$ cat config.mk
export PLATFORM = sky130hd
export DESIGN_NAME = mac_sequencer
export DESIGN_NICKNAME = d
export VERILOG_FILES = /design/src/rtl/mac_sequencer.sv
export SDC_FILE = /design/constraint.sdc
export NUM_CORES = 1
export LEC_CHECK = 0
export ABC_AREA = 1
export CORE_MARGIN = 2
export CORE_UTILIZATION = 37
export DETAILED_ROUTE_END_ITERATION = 12
export PLACE_DENSITY = 0.6
export RECOVER_POWER = 100
export SLEW_MARGIN = 25
export SYNTH_ARGS = -nofsm -noshare
export SYNTH_HDL_FRONTEND = slang
export SYNTH_SLANG_ARGS = --single-unit
$ cat constraint.sdc
create_clock -name CLK -period 1.92 [get_ports CLK]
set_input_delay 0.48 -clock CLK [delete_from_list [all_inputs] [get_ports CLK]]
set_output_delay 0.48 -clock CLK [all_outputs]
set_load 0.02 [all_outputs]
$ cat src/rtl/mac_sequencer.sv
// mac_sequencer
//
// Control FSM for a MAC unit datapath. It runs one dot-product job of `len`
// operand pairs. For each job it pulses the accumulator clear, then accepts
// operand pairs over a valid/ready handshake and drives the A/B operand
// register load enable. Accumulate enables are delayed by MUL_LAT cycles to
// line up with the multiplier output. Once the pipeline has drained, it holds
// res_valid until the consumer takes the result. This block has no
// arithmetic datapath of its own.
//
// Parameters
//   CNT_W    width of len / count
//   MUL_LAT  operand-load edge to valid product at accumulator input, 1..4
//
// Ports
//   CLK        clock, rising edge
//   R          synchronous active-high reset
//   start      start a job (honoured in IDLE only)
//   len        operand pair count, sampled when start is honoured
//   abort      cancel the current job, return to IDLE
//   in_valid   operand source has a pair on the A/B register inputs
//   in_ready   sequencer accepts a pair
//   ld_ab      A/B register load enable (in_valid & in_ready)
//   acc_clr    synchronous accumulator clear
//   acc_en     accumulate enable
//   res_valid  accumulator holds the final job result
//   res_ready  consumer takes the result
//   busy       high in every state except IDLE
//   count      pairs accepted in the current job
module mac_sequencer #(
    parameter int CNT_W   = 8,
    parameter int MUL_LAT = 1
) (
    input  logic             CLK,
    input  logic             R,
    input  logic             start,
    input  logic [CNT_W-1:0] len,
    input  logic             abort,
    input  logic             in_valid,
    output logic             in_ready,
    output logic             ld_ab,
    output logic             acc_clr,
    output logic             acc_en,
    output logic             res_valid,
    input  logic             res_ready,
    output logic             busy,
    output logic [CNT_W-1:0] count
);

    typedef enum logic [2:0] {
        IDLE,
        CLEAR,
        FEED,
        DRAIN,
        DONE
    } state_t;

    localparam logic [2:0] DRAIN_INIT = 3'(MUL_LAT - 1);

    state_t           state, state_nxt;
    logic [CNT_W-1:0] len_q, len_nxt;
    logic [CNT_W-1:0] count_nxt;
    logic [2:0]       drain_cnt, drain_nxt;
    logic [MUL_LAT-1:0] en_sr, en_sr_nxt;

    // in_ready is registered, so the load enable is only one AND gate deep.
    assign ld_ab = in_valid & in_ready;

    // Last tap of the delay line; already a flop, so acc_en is registered.
    assign acc_en = en_sr[MUL_LAT-1];

    always_comb begin
        state_nxt = state;
        len_nxt   = len_q;
        count_nxt = count;
        drain_nxt = drain_cnt;

        en_sr_nxt    = '0;
        en_sr_nxt[0] = ld_ab;
        for (int unsigned i = 1; i < MUL_LAT; i++) begin
            en_sr_nxt[i] = en_sr[i-1];
        end

        if (abort) begin
            // ld_ab can only be high in FEED; the pair is loaded this cycle,
            // so it still counts as accepted, but it never gets accumulated
            // because the delay line is flushed.
            state_nxt = IDLE;
            en_sr_nxt = '0;
            if (ld_ab) begin
                count_nxt = count + 1'b1;
            end
        end else begin
            case (state)
                IDLE: begin
                    if (start) begin
                        len_nxt   = len;
                        count_nxt = '0;
                        state_nxt = CLEAR;
                    end
                end
                CLEAR: begin
                    state_nxt = (len_q == '0) ? DONE : FEED;
                end
                FEED: begin
                    if (ld_ab) begin
                        count_nxt = count + 1'b1;
                        if (count_nxt == len_q) begin
                            state_nxt = DRAIN;
                            drain_nxt = DRAIN_INIT;
                        end
                    end
                end
                DRAIN: begin
                    if (drain_cnt == '0) begin
                        state_nxt = DONE;
                    end else begin
                        drain_nxt = drain_cnt - 1'b1;
                    end
                end
                DONE: begin
                    if (res_ready) begin
                        state_nxt = IDLE;
                    end
                end
                default: begin
                    state_nxt = IDLE;
                end
            endcase
        end
    end

    // Moore outputs are decoded from the next state and registered, so they
    // change on the same edge as the state register.
    always_ff @(posedge CLK) begin
        if (R) begin
            state     <= IDLE;
            len_q     <= '0;
            count     <= '0;
            drain_cnt <= '0;
            en_sr     <= '0;
            in_ready  <= 1'b0;
            acc_clr   <= 1'b0;
            res_valid <= 1'b0;
            busy      <= 1'b0;
        end else begin
            state     <= state_nxt;
            len_q     <= len_nxt;
            count     <= count_nxt;
            drain_cnt <= drain_nxt;
            en_sr     <= en_sr_nxt;
            in_ready  <= (state_nxt == FEED);
            acc_clr   <= (state_nxt == CLEAR);
            res_valid <= (state_nxt == DONE);
            busy      <= (state_nxt != IDLE);
        end
    end

endmodule

==> reports/results.ini, run 1 <==
[outcome]
status = finished, final reports clean

[power_and_ir_drop]
power_leakage_nw = 0.818
switching_share_pct = 25.7
p_int_mw = 0.790
power.density_nw_per_um2 = 555
ir_worst_vdd_v = 0.000247
seqPwrFrac_pct = 55.4
pwr-share-comb_pct = 13.2
p_sw_mw = 0.273
clkPwrFrac_pct = 31.4

[floorplan]
die_w_um = 67.0
initial_core_util_pct = 39.2
die-area_sq_um = 4480
row_count = 22
io_pins = 28
core_area_sq_um = 3740
fp.dieH_um = 67.0

[setup_path]
worst_path_largest_cell_delay_ps = 650
crit_family = buffers and inverters
required_ps = 1440
slowest_stage = clkdlybuf4s50_1
start_kind = flop
crit_chain = clkdlybuf4s50_1
worst-setup-path-type = reg -> out
r2r_slack_ps = 130
crit_path_end_kind = primary output
cp.arrival_ps = 1380
path_buf_inv = 1
worstPathMaxFanout = 7

[clock_network]
hold_buffers = 0
cts_setup_buffers = 0
root_buffer = clkbuf_8
cts_max_level = 1
cts_sinks = 27
clk_path_buf_depth = 2
cts-buffers-inserted = 3
clk-insertion-delay-late_ps = 270
clk_pin_slew_worst_paths_ps = 100
cts_tree = yes

[layout]
area_delta_synth_final_pct = 30.6
seq_area_sq_um = 541
final_util_pct = 51.2
final_cells = 307
drive_above_1_share_pct = 12.7
final_nets = 277
fillCellCount = 415
n_antenna_cell = 0
multiInputGateArea_sq_um = 779

[sta]
fmax_mhz = 537
maxSlewViolCount = 0
setup_violations = 0
hold_viol = 0
whs_ps = 485
tightest_slew_ps = 364
fin_crit_ps = 1860
rsz0062_at_grt = no
skew_ps = 4.55
slew-limit-headroom_pct = 75.6
fin_ws_ps = 57.3
fin_crit_sh_pct = 97.0

[place]
place_inst = 303
preCtsSetupSlack_ps = -262
portBuffers = 27
gp_congestion = 0.825
dp_hpwl_um = 2610

[grt]
grt.busiest_layer = met1
grt_pass1_wl_um = 5580
antenna_found_initial = 0
grt_pass1_vias = 1236
grt_overflow_total = 0
grt_max_degree = 15
gr-usage-met1_pct = 25.1
grt_util_all_layers_pct = 16.5
met3_usage_pct = 2.70
grt_util_met2_pct = 23.4

[logic_synthesis]
synth_cell_types = 23
netlist_area_sq_um = 1470
seq_area_frac_synth_pct = 36.9
synth_cells = 220
syn_area_per_cell_sq_um = 6.67
netlist_top_cells_area = dfxtp_1, nand2_1, inv_1
synth_nets = 237
yosysTopAreaCell = dfxtp_1
ys_ff_latch = 27
synthDominantCellAreaShare_pct = 36.9
ys_warn_count = 0

[route]
drc = 0
drt-vias-per-instance = 4.64
wire_per_inst_um = 11.0
vias = 1426
firstDrtPassIters = 4
totalWireLength_um = 3390
detail-route-antenna-nets = 0
drt_iter0_drc = 80

[job]
cap_violations = 0

[worst_hold_path]
hp-class = reg -> reg

[metrics by stage]
stage               cell area (sq um)  setup TNS (ps)  total power, mW
floorplan                        1470               0            0.678
global placement                 1880           -1200            0.744
detailed placement               1880           -1230            0.745
CTS                              1920               0             1.08
global route                     1920               0             1.12
finish                           1920               0             1.06
[power by group through the flow]
| stage | sequential (mW) | combinational [mW] | clock (mW) |
|---|---|---|---|
| after floorplan | 0.604 | 0.0743 | 0 |
| after global placement | 0.601 | 0.143 | 0 |
| after detailed placement | 0.601 | 0.144 | 0 |
| after CTS | 0.588 | 0.145 | 0.345 |
| after global routing | 0.591 | 0.157 | 0.368 |
| final | 0.588 | 0.140 | 0.334 |
[cells by family (layout without fill, tap and decap cells)]
kind of cell / count (synthesis) / in the layout / synth area share, %
AO/OA/AOI/OAI: 34 / 34 / 13.2
flip-flops: 27 / 27 / 36.9
buffers and inverters: 40 / 79 / 10.2
AND/OR/NAND/NOR: 114 / 114 / 35.9
XOR/XNOR: 2 / 2 / 1.19
adder cells (fa/ha/maj): 3 / 3 / 2.56
[state kept, by name, summed over array words and instances (netlist names)]
signal,count
count,8
drain_cnt,3
acc_en,1
busy,1
state,3
in_ready,1
len_q,8
acc_clr,1
res_valid,1
[layer usage]
layer / share of wire [%] / wire, um
met3: 4.1 / 140
met2: 41 / 1390
met5: 0 / 0
met1: 54 / 1840
met4: 0.56 / 19
[worst register-to-register path, cell delays in order (launching register included)]
cell and delay (ps):
dfxtp_1 330, ha_1 230, nand2_1 150, nor2_1 60
nand2_1 80, nand2_1 90, nand2_2 70, nand3_2 50
nor2_1 160, nand3_2 120, nand2_2 120, nand2_2 80
nand2_1 80, nand2_1 50, nor2_2 70
[Yosys cell counts]
| library cell | number |
|---|---|
| o21ai_1 | 1 |
| nand2_2 | 5 |
| o311ai_0 | 1 |
| nand2_1 | 45 |
| o21ai_0 | 11 |
| nor2_4 | 2 |
| or2_2 | 1 |
| nor3_1 | 3 |
| ha_1 | 3 |
| a21oi_1 | 13 |
| nand4_1 | 1 |
| inv_1 | 35 |
| a211oi_1 | 7 |
| clkbuf_1 | 3 |
| nand3_1 | 19 |
| nor2_1 | 30 |
| nand3_2 | 4 |
| dfxtp_1 | 27 |
| nor3_2 | 1 |
| xnor2_1 | 2 |
| inv_2 | 2 |
| o21bai_1 | 1 |
| nor2_2 | 3 |
[what timing repair did]
action / 4_1_cts / 5_1_grt
resized for setup: 1 / 7
endpoints found under the hold margin: 0 / 0
endpoints found under the setup margin: 1 / 6
pin swaps: 0 / 5
[cell usage in the layout (no fill, tap or decap)]
| master | count |
|---|---|
| inv_1 | 34 |
| inv_2 | 3 |
| ha_1 | 3 |
| clkbuf_8 | 3 |
| a211oi_1 | 7 |
| nand3_1 | 19 |
| nand4_1 | 1 |
| nor3_1 | 3 |
| nor2_4 | 2 |
| nor3_2 | 1 |
| nor2_1 | 31 |
| xnor2_1 | 2 |
| nand3_2 | 4 |
| or2_2 | 1 |
| dlygate4sd3_1 | 7 |
| dlymetal6s2s_1 | 1 |
| o21ai_0 | 11 |
| nand2_1 | 44 |
| a21oi_1 | 13 |
| o21ai_2 | 1 |
| clkbuf_1 | 4 |
| clkdlybuf4s50_1 | 17 |
| buf_12 | 1 |
| o311ai_0 | 1 |
| buf_4 | 9 |
| nor2_2 | 2 |
| dfxtp_1 | 27 |
| nand2_2 | 6 |
| o21bai_1 | 1 |
[final timing paths]
kind	endpoint	cells past startpoint	start
setup / recovery	count[2]	1	count[2]
setup reg to reg	drain_cnt[1]	14	count[0]
hold reg to reg	drain_cnt[0]	2	drain_cnt[0]
hold / removal	drain_cnt[0]	2	drain_cnt[0]
[cell type report]
type / instances / share of cell area [%]
sequential: 27 / 28.2
tap: 48 / 3.14
inverter: 37 / 7.25
multi-input combinational: 153 / 40.7
timing repair buffer: 38 / 18.4
clock buffer: 4 / 2.35
No activity file was read; power rests on OpenSTA's default activity.
==> run 2, diff against run 1 <==
- CAP_MARGIN: not set -> 20
- CTS_BUF_LIST: not set -> sky130_fd_sc_hd__clkbuf_8
==> reports/results.ini, run 2 (synthesis gave the netlist of run 1 again) <==
[outcome]
status = finished, final reports clean

[place]
portBuffers = 27
gp_congestion = 0.825
preCtsSetupSlack_ps = -262
dp_hpwl_um = 2610
place_inst = 303

[setup_path]
path_buf_inv = 1
crit_path_end_kind = primary output
cp.arrival_ps = 1380
crit_family = buffers and inverters
start_kind = flop
worst-setup-path-type = reg -> out
setup.worst_path.start = count[2]
crit_chain = clkdlybuf4s50_1
reg2reg_from = count[0]
worstPathMaxFanout = 7
worst_path_largest_cell_delay_ps = 650
slowest_stage = clkdlybuf4s50_1
required_ps = 1440

[layout]
top_regs = count: 8 flops, len_q: 8 flops
seq_area_sq_um = 541
area_delta_synth_final_pct = 30.6
fillCellCount = 415
final_nets = 277
layout_common_cells = nand2_1, inv_1, nor2_1
drive_above_1_share_pct = 12.7
final_common_cell = nand2_1
final_util_pct = 51.2
final_cells = 307
n_antenna_cell = 0
multiInputGateArea_sq_um = 779

[sta]
slew-limit-headroom_pct = 75.6
fin_crit_ps = 1860
fin_ws_ps = 56.8
maxSlewViolCount = 0
hold_viol = 0
tns_ps = 0
setup_violations = 0
tightest_slew_ps = 364
fin_crit_sh_pct = 97.0
skew_ps = 4.76
fmax_mhz = 537
rsz0062_at_grt = no

[power_and_ir_drop]
power.density_nw_per_um2 = 552
power_leakage_nw = 0.822
ir_worst_vdd_v = 0.000247

[worst_hold_path]
worst_hold_startpoint = drain_cnt[0]
hp-class = reg -> reg

[grt]
grt_overflow_total = 0
grt_util_all_layers_pct = 16.5
grt_pass1_vias = 1236
grt_pass1_wl_um = 5580
antenna_found_initial = 0
grt_max_degree = 15

[clock_network]
clk-insertion-delay-late_ps = 270
cts-buffers-inserted = 3
hold_buffers = 0
cts_max_level = 1
clk_pin_slew_worst_paths_ps = 100
clk_path_buf_depth = 2
root_buffer = clkbuf_8
cts_sinks = 27
cts_setup_buffers = 0
cts_tree = yes

[route]
drt_iter0_drc = 79
wire_per_inst_um = 11.0
drt-vias-per-instance = 4.65
vias = 1428
totalWireLength_um = 3390
drc = 0
firstDrtPassIters = 4
detail-route-antenna-nets = 0

[floorplan]
core_area_sq_um = 3740
initial_core_util_pct = 39.2
io_pins = 28
die-area_sq_um = 4480
row_count = 22
die_w_um = 67.0
fp.dieH_um = 67.0

[job]
cap_violations = 0

run 2: metrics by stage:
| stage | cell area [sq um] | hold WS (ps) | total power, mW |
|---|---|---|---|
| 2_1_floorplan | 1470 | 453 | 0.678 |
| 3_3_place_gp | 1880 | 478 | 0.744 |
| 3_5_place_dp | 1880 | 468 | 0.745 |
| 4_1_cts | 1920 | 484 | 1.07 |
| 5_1_grt | 1920 | 545 | 1.11 |
| 6_report | 1920 | 485 | 1.06 |
run 2: final timing paths:
| kind | to | depth (start not counted) | slack (ps) |
|---|---|---|---|
| max | count[2] | 1 | 60 |
| min | drain_cnt[0] | 2 | 480 |
| max reg2reg | drain_cnt[1] | 14 | 130 |
| min reg2reg | drain_cnt[0] | 2 | 480 |
run 2: repair_timing:
action / 4_1_cts / 5_1_grt
gates resized for setup: 1 / 7
endpoints found under the setup margin: 1 / 6
pin swaps: 0 / 5
run 2: cell type report:
cell class	instances	share of cell area, %
multi-input combinational	153	40.7
timing repair buffer	38	18.4
clock inverter	1	0.196
tap	48	3.14
sequential	27	28.2
inverter	37	7.25
clock buffer	3	2.16
run 2: power breakdown:
part / internal (mW) / total (mW) / switching (mW)
Sequential: 0.578 / 0.588 / 0.0106
Combinational: 0.0628 / 0.140 / 0.0775
Clock: 0.144 / 0.329 / 0.185
Total: 0.784 / 1.06 / 0.273
run 2: metal layers:
metal / track usage (%) / part of all wire, % / up-vias
met4: 5.36 / 0.56 / 0
met1: 25.1 / 54 / 606
li1: - / - / 786
met3: 2.70 / 4.1 / 2
met5: 0 / 0 / -
met2: 23.4 / 41 / 34
==> run 3, diff against run 2 <==
- ABC_CLOCK_PERIOD_IN_PS: not set -> 2100
- SLEW_MARGIN: 25 -> not set
- clock period: 1.92 -> 2.1 ns (I/O delays scaled with it)
==> reports/results.ini, run 3 (synthesis gave the netlist of run 1 again) <==
[outcome]
status = finished, final reports clean

[power_and_ir_drop]
power_leakage_nw = 0.810
ir_worst_vdd_v = 0.000309
power.density_nw_per_um2 = 515

[grt]
grt_overflow_total = 0
met3_usage_pct = 2.36
grt_max_degree = 17
grt_pass1_wl_um = 5290
grt_util_all_layers_pct = 15.7
grt_pass1_vias = 1186
grt_util_met2_pct = 22.5
gr-usage-met1_pct = 23.7
grt.busiest_layer = met1
antenna_found_initial = 0

[place]
placedInstanceArea_sq_um = 1820
dp_hpwl_um = 2500
place_inst = 297
portBuffers = 27
gp_congestion = 0.825

[route]
drt_iter0_drc = 67
totalWireLength_um = 3190
drt-vias-per-instance = 4.60
vias = 1385
firstDrtPassIters = 4
detail-route-antenna-nets = 0
drc = 0
wire_per_inst_um = 10.6

[sta]
tns_ps = 0
tightest_slew_ps = 548
skew_ps = 1.98
setup_violations = 0
rsz0062_at_grt = no
fin_crit_ps = 1990
slew-limit-headroom_pct = 63.4
fin_crit_sh_pct = 94.7
maxSlewViolCount = 0
fmax_mhz = 503
hold_viol = 0

[setup_path]
worstPathMaxFanout = 5
cp.arrival_ps = 1460
start_kind = flop
required_ps = 1570
worst-setup-path-type = reg -> out
crit_path_end_kind = primary output

[layout]
fin_area_sq_um = 1850
layout_common_cells = nand2_1, inv_1, nor2_1
area_delta_synth_final_pct = 26.1
final_nets = 271
drive_above_1_share_pct = 7.91
final_util_pct = 49.4
final_common_cell = nand2_1
top_regs = count: 8 flops, len_q: 8 flops
final_cells = 301
n_antenna_cell = 0

[clock_network]
clk_path_buf_depth = 2
cts_setup_buffers = 0
cts_sinks = 27
cts_max_level = 1
cts_tree = yes
hold_buffers = 0
clk-insertion-delay-late_ps = 270
root_buffer = clkbuf_8
cts-buffers-inserted = 3
clk_pin_slew_worst_paths_ps = 90

[floorplan]
row_count = 22
die_w_um = 67.0
fp.dieH_um = 67.0
core_area_sq_um = 3740
initial_core_util_pct = 39.2
io_pins = 28
die-area_sq_um = 4480

[job]
cap_violations = 0

[worst_hold_path]
hp-class = reg -> reg

==> run 3: cell count changes in the layout (fill, tap and decap cells not counted), moves of 2 or more <==
cell	before	now
nand2_2	6	3
buf_4	9	3
clkdlybuf4s50_1	17	12
inv_1	35	37
nand2_1	44	47
dlygate4sd3_1	7	14
inv_2	3	1
==> run 3: path summary, 6_finish.rpt <==
| kind | from | end | slack [ps] | depth (start not counted) |
|---|---|---|---|---|
| worst max register to register | count[1] | drain_cnt[1] | 260 | 13 |
| worst min-delay path | drain_cnt[0] | drain_cnt[0] | 490 | 2 |
| worst min register to register | drain_cnt[0] | drain_cnt[0] | 490 | 2 |
| worst max-delay path | count[0] | count[0] | 110 | 2 |
==> run 3: final cells by class <==
cell class | count | area, sq um
Fill cell | 400 | 1890
Multi-Input combinational cell | 153 | 766
Sequential cell | 27 | 541
Timing Repair Buffer | 32 | 299
Inverter | 37 | 139
Tap cell | 48 | 60.1
Clock buffer | 3 | 41.3
Clock inverter | 1 | 3.75
==> run 3: where the power goes <==
group | internal, mW | leakage, nW | switching (mW)
sequential | 0.528 | 0.219 | 0.00964
clock | 0.131 | 0.0269 | 0.163
combinational | 0.0539 | 0.564 | 0.0664
total | 0.713 | 0.810 | 0.239
==> run 3: layer usage <==
| metal | share of wire (%) | wire length [um] |
|---|---|---|
| met1 | 54 | 1720 |
| met5 | 0 | 0 |
| met3 | 4.1 | 131 |
| met2 | 41 | 1300 |
| met4 | 1.3 | 40 |
==> run 3: stage by stage <==
stage                     worst slack, ps  power [mW]  hold WS [ps]
final                                 112       0.952           491
after global routing                 55.6        1.01           534
after CTS                            96.1       0.971           489
after detailed placement             -177       0.675           476
after global placement               -172       0.675           475
after floorplan                       354       0.620           453
==> run 3: critical path: stages (launching register included) <==
cell and delay, ps:
dfxtp_1 360, buf_4 160, dlygate4sd3_1 670
==> run 3: what timing repair did <==
| action | CTS | global route |
|---|---|---|
| resized for setup | 1 | 0 |
| endpoints found under the hold margin | 0 | 0 |
| endpoints found under the setup margin | 1 | 0 |
